===== src/rtl/tt_sweep.sv =====
// tt_sweep: clocked truth-table sweep engine for a small combinational function.
// Walks x_out through every input vector in ascending order. Each vector is held
// for SETTLE+1 cycles, and the function output s_in is captured into table_out.
// Optional build macro TT_SWEEP_COMPARE_EN adds a compare against a golden table
// through the expected, mismatch and first_err ports.
module tt_sweep #(
  parameter int unsigned N_IN   = 2,
  parameter int unsigned SETTLE = 1
) (
  input  logic                   clk,
  input  logic                   reset,
  input  logic                   start,
  output logic [N_IN-1:0]        x_out,
  input  logic                   s_in,
  output logic                   busy,
  output logic                   done,
  output logic [(2**N_IN)-1:0]   table_out
`ifdef TT_SWEEP_COMPARE_EN
  ,
  input  logic [(2**N_IN)-1:0]   expected,
  output logic                   mismatch,
  output logic [N_IN-1:0]        first_err
`endif
);

  localparam int unsigned NumVec = 2 ** N_IN;
  // The index carries one spare bit so the last-vector compare never wraps.
  localparam logic [N_IN:0] LastIdx  = (N_IN + 1)'(NumVec - 1);
  localparam logic [3:0]    SettleLd = 4'(SETTLE);

  typedef enum logic [1:0] {StIdle, StRun, StDone} state_e;

  state_e              state_q, state_d;
  logic [N_IN:0]       idx_q, idx_d;
  logic [3:0]          cnt_q, cnt_d;
  logic [N_IN-1:0]     x_q, x_d;
  logic [NumVec-1:0]   table_q, table_d;

  // Next-state, vector index, settle counter and capture logic.
  always_comb begin
    state_d = state_q;
    idx_d   = idx_q;
    cnt_d   = cnt_q;
    x_d     = x_q;
    table_d = table_q;
    unique case (state_q)
      StIdle: begin
        x_d = '0;
        if (start) begin
          state_d = StRun;
          idx_d   = '0;
          cnt_d   = SettleLd;
          table_d = '0;
        end
      end
      StRun: begin
        if (cnt_q != 4'd0) begin
          cnt_d = cnt_q - 4'd1;
        end else begin
          table_d[idx_q[N_IN-1:0]] = s_in;
          if (idx_q == LastIdx) begin
            state_d = StDone;
            x_d     = '0;
          end else begin
            idx_d = idx_q + (N_IN + 1)'(1);
            cnt_d = SettleLd;
            // x_out is registered, so it follows the new index at this same edge.
            x_d   = idx_d[N_IN-1:0];
          end
        end
      end
      StDone: begin
        state_d = StIdle;
        x_d     = '0;
      end
      default: begin
        state_d = StIdle;
        x_d     = '0;
      end
    endcase
  end

  // State registers with synchronous active-high reset.
  always_ff @(posedge clk) begin
    if (reset) begin
      state_q <= StIdle;
      idx_q   <= '0;
      cnt_q   <= '0;
      x_q     <= '0;
      table_q <= '0;
    end else begin
      state_q <= state_d;
      idx_q   <= idx_d;
      cnt_q   <= cnt_d;
      x_q     <= x_d;
      table_q <= table_d;
    end
  end

  // Outputs are decoded straight from registers, so there is no path from start.
  always_comb begin
    busy      = (state_q == StRun);
    done      = (state_q == StDone);
    x_out     = x_q;
    table_out = table_q;
  end

`ifdef TT_SWEEP_COMPARE_EN
  logic [NumVec-1:0] diff;
  logic [N_IN-1:0]   ferr_calc;
  logic              mismatch_q, mismatch_d;
  logic [N_IN-1:0]   first_err_q, first_err_d;

  // Golden compare on the final table; results are captured on the edge into DONE.
  always_comb begin
    diff      = table_d ^ expected;
    ferr_calc = '0;
    // Scan downward so the lowest differing index wins.
    for (int i = int'(NumVec) - 1; i >= 0; i--) begin
      if (diff[i]) begin
        ferr_calc = N_IN'(i);
      end
    end
    mismatch_d  = mismatch_q;
    first_err_d = first_err_q;
    if ((state_q == StIdle) && start) begin
      mismatch_d  = 1'b0;
      first_err_d = '0;
    end else if ((state_q == StRun) && (state_d == StDone)) begin
      mismatch_d  = |diff;
      first_err_d = ferr_calc;
    end
  end

  // Compare result registers; held until the next start or reset.
  always_ff @(posedge clk) begin
    if (reset) begin
      mismatch_q  <= 1'b0;
      first_err_q <= '0;
    end else begin
      mismatch_q  <= mismatch_d;
      first_err_q <= first_err_d;
    end
  end

  // Compare outputs.
  always_comb begin
    mismatch  = mismatch_q;
    first_err = first_err_q;
  end
`endif

endmodule


===== config.mk =====
export PLATFORM = sky130hd
export DESIGN_NAME = tt_sweep
export DESIGN_NICKNAME = d
export VERILOG_FILES = /design/src/rtl/tt_sweep.sv
export SDC_FILE = /design/constraint.sdc
export NUM_CORES = 1
export LEC_CHECK = 0
export BUFFER_PORTS_ARGS = -buffer_cell sky130_fd_sc_hd__buf_2
export CAP_MARGIN = 20
export CORE_MARGIN = 2
export CORE_UTILIZATION = 58
export DETAILED_ROUTE_END_ITERATION = 7
export HOLD_SLACK_MARGIN = 0.05
export PLACE_DENSITY = 0.87
export SLEW_MARGIN = 10
export SYNTH_ARGS = -nofsm -noshare
export SYNTH_HDL_FRONTEND = slang
export SYNTH_SLANG_ARGS = --single-unit
export TNS_END_PERCENT = 1

===== constraint.sdc =====
create_clock -name clk -period 4 [get_ports clk]
set_input_delay 0.6 -clock clk [delete_from_list [all_inputs] [get_ports clk]]
set_output_delay 0.6 -clock clk [all_outputs]
set_load 0.02 [all_outputs]

==> qor.csv <==
stage,metric,value,unit
clock_network,cts_hold_buf,0,
drt,drt_iter0_drc,14,
drt,drt-pass1-iter-count,4,
critical_path,cp_num_buf_inv,0,
min_path,hp-class,register to register,
placement,postPlaceCellArea,896,um2
grt,grtUsageTotal,22.1,%
synth,synth_top_area_share,35.6,%
drt,drtAntennaViolNets,0,
synth,ys_types,29,
sta,worst_slew_pin_slew,0.501,ns
synth,synthTopCellsByArea,"dfxtp_1 (36%), ha_1 (8.9%), mux2i_1 (7.1%)",
clock_network,post_cts_resized,0,
clock_network,cts_tree,yes,
clock_network,clock_path_buffers,2,
synth,synth_common_cells,"dfxtp_1 (15), nand3_1 (11), inv_1 (8)",
critical_path,worst-path-stages,5,
cells_and_area,syn2layout_area_growth,9.50,%
sta,hold_viol,0,
cells_and_area,ff_latch_area,300,um2
synth,ys_seq_area_share,35.6,%
critical_path,rr_startpoint,idx_q[0]$_SDFFE_PP0P_,
cells_and_area,final_nets,119,
grt,antenna_found_initial,0,
synth,synth-seq-cells,15,
grt,grt_pass1_vias,671,
clock_network,path_clk_slew,0.09,ns
sta,final.setup.tns,0,ns
grt,overflow,0,
critical_path,reg2reg_setup_slack,2.21,ns
synth,synth_async_sr_flop_share,0,%
synth,synthCells,97,
sta,finalClockSkew,0.00374,ns
drt,num_vias,731,
cells_and_area,n_fill_cell,120,
critical_path,crit_arrival,2.02,ns
drt,wl,1760,um
sta,slew_headroom,66.1,%
synth,synth_edf_count,0,
clock_network,htreeDepth,1,
placement,dp_cells,119,
critical_path,cp.required,4.23,ns
floorplan,coreArea,1330,um2
floorplan,rows,13,
grt,grt_max_degree,14,
clock_network,cts_setup_buffers,0,
synth,ys_warn_count,0,
critical_path,worstReg2RegEnd,idx_q[2]$_SDFFE_PP0P_,
sta,rsz0062_at_grt,false,
synth,synth-main-ff-cell,dfxtp_1,
critical_path,reg2reg_depth,5,
drt,via_per_inst,5.94,
drt,drc,0,
clock_network,cts_made_buffers,3,
floorplan,initial_core_util,63.2,%
sta,drv_slew,0,
pwr,p_per_area,349,nW/um2
outcome,outcome,"complete, no violations",
floorplan,dieArea,1770,um2
sta,post-route-period-util,44.7,%
drt,wl_per_cell,14.3,um
synth,synth_area_per_cell,8.69,um2
flow_run,drv.max_cap_violation_count,0,
critical_path,crit_family,simple AND/OR/NAND/NOR gates,
critical_path,slowest_stage,or3b_1,
clock_network,clockRootBuffer,clkbuf_4,
critical_path,cp-endpoint,idx_q[2]$_SDFFE_PP0P_,
synth,yosys.area.top_type,dfxtp_1,
floorplan,die_y,42.1,um
pwr,p_total,322,uW
cells_and_area,final_cell_area,923,um2
grt,grt_pass1_wl,2950,um
pwr,power.leakage,0.412,nW
placement,io_buffers,11,
critical_path,crit_type,register to register,
critical_path,cp_cell_sequence,"ha_1, ha_1, or3b_1, or3_1, a21oi_1",
critical_path,startpoint,idx_q[0]$_SDFFE_PP0P_,
critical_path,path_common_cell,ha_1,
floorplan,die_x,42.1,um
sta,period_needed,1.79,ns
critical_path,cpPeakStageDelay,0.47,ns
placement,place_congestion,0.815,
pwr,max-vdd-ir-drop,0.000229,V
synth,syn-num-nets,107,
critical_path,cp-start-kind,register,
cells_and_area,diodes,0,
cells_and_area,multi_input_area,488,um2
synth,yosysMostFrequentCell,dfxtp_1,
critical_path,path_max_fanout,7,
sta,max_freq,0.559,GHz
sta,setup_violations,0,
clock_network,cts.sinks,15,
cells_and_area,drive_gt1_share,17.6,%
synth,netlist_area,843,um2
floorplan,io_pins,12,
cells_and_area,final_cells,123,
critical_path,endpoint_kind,register,
clock_network,insertion_delay,0.30,ns
placement,dp_hpwl,1300,um
[worst min path at each step]
| stage | slack, ns | depth (start not counted) | from | endpoint |
|---|---|---|---|---|
| after global routing | 0.49 | 2 | x_out[0]$_SDFFE_PP0N_ | x_out[0]$_SDFFE_PP0N_ |
| final | 0.46 | 2 | x_out[1]$_SDFFE_PP0N_ | x_out[1]$_SDFFE_PP0N_ |
| after detailed placement | 0.45 | 2 | x_out[0]$_SDFFE_PP0N_ | x_out[0]$_SDFFE_PP0N_ |
| after floorplan | 0.45 | 2 | cnt_q[1]$_SDFFE_PP0P_ | cnt_q[1]$_SDFFE_PP0P_ |
| after global placement | 0.45 | 2 | x_out[1]$_SDFFE_PP0N_ | x_out[1]$_SDFFE_PP0N_ |
| after CTS | 0.46 | 2 | x_out[0]$_SDFFE_PP0N_ | x_out[0]$_SDFFE_PP0N_ |
[stage by stage]
step | setup slack [ns] | hold WS, ns | util [%]
6_report | 2.21 | 0.456 | 69.2
2_1_floorplan | 2.33 | 0.451 | -
3_3_place_gp | 2.29 | 0.447 | 67.2
4_1_cts | 2.21 | 0.461 | 69.2
3_5_place_dp | 2.23 | 0.445 | 67.2
5_1_grt | 2.13 | 0.490 | 69.2
[flip-flops by register name, indices dropped and copies added, names as in the netlist]
register,count
x_out,2
cnt_q,4
idx_q,3
table_out,4
state_q,2
[cell usage in the layout (no fill, tap or decap), types with 2 or more instances in the layout]
cell type and count:
a21oi_1 6, clkbuf_4 3, nor2b_1 5, nand3_1 11
nor2_1 3, and2b_1 2, or3b_2 2, ha_1 6
buf_2 11, a211oi_1 4, o21ai_0 4, inv_1 8
o211ai_1 6, mux2i_1 6, dfxtp_1 15, or3_1 2
nand2_1 3
[cell families (layout without fill, tap and decap cells)]
group	after synthesis	in the layout	synth area share, %
buf+inv	13	24	6.53
simple gates	34	34	24.2
compound gates	23	23	17.7
mux	6	6	7.12
fa+ha+maj	6	6	8.90
flops	15	15	35.6
[worst min-delay path: cells and delay by family (launching register included)]
kind            cells  cell delay [ns]
compound gates      1             0.05
flops               1             0.32
simple gates        1             0.05
[routing by layer]
metal  vias up  global-route usage (%)  part of all wire (%)
met1       344                    26.9                    44
met4         0                    11.3                   2.5
met3         5                    3.88                   3.5
li1        365                       -                     -
met5         -                       0                     0
met2        17                    37.2                    50
[layout make-up]
type | instances | share of cell area (%)
Clock inverter | 1 | 0.542
Inverter | 9 | 3.66
Timing Repair Buffer | 11 | 5.96
Multi-Input combinational cell | 69 | 52.8
Tap cell | 15 | 2.03
Sequential cell | 15 | 32.5
Clock buffer | 3 | 2.44
[report_power, final]
group / leakage [nW] / total, mW / switching, mW / internal, mW
sequential: 0.122 / 0.165 / 0.00779 / 0.157
clock: 0.0177 / 0.0892 / 0.0518 / 0.0373
combinational: 0.272 / 0.0685 / 0.0418 / 0.0267
No activity file was read; power rests on OpenSTA's default activity.
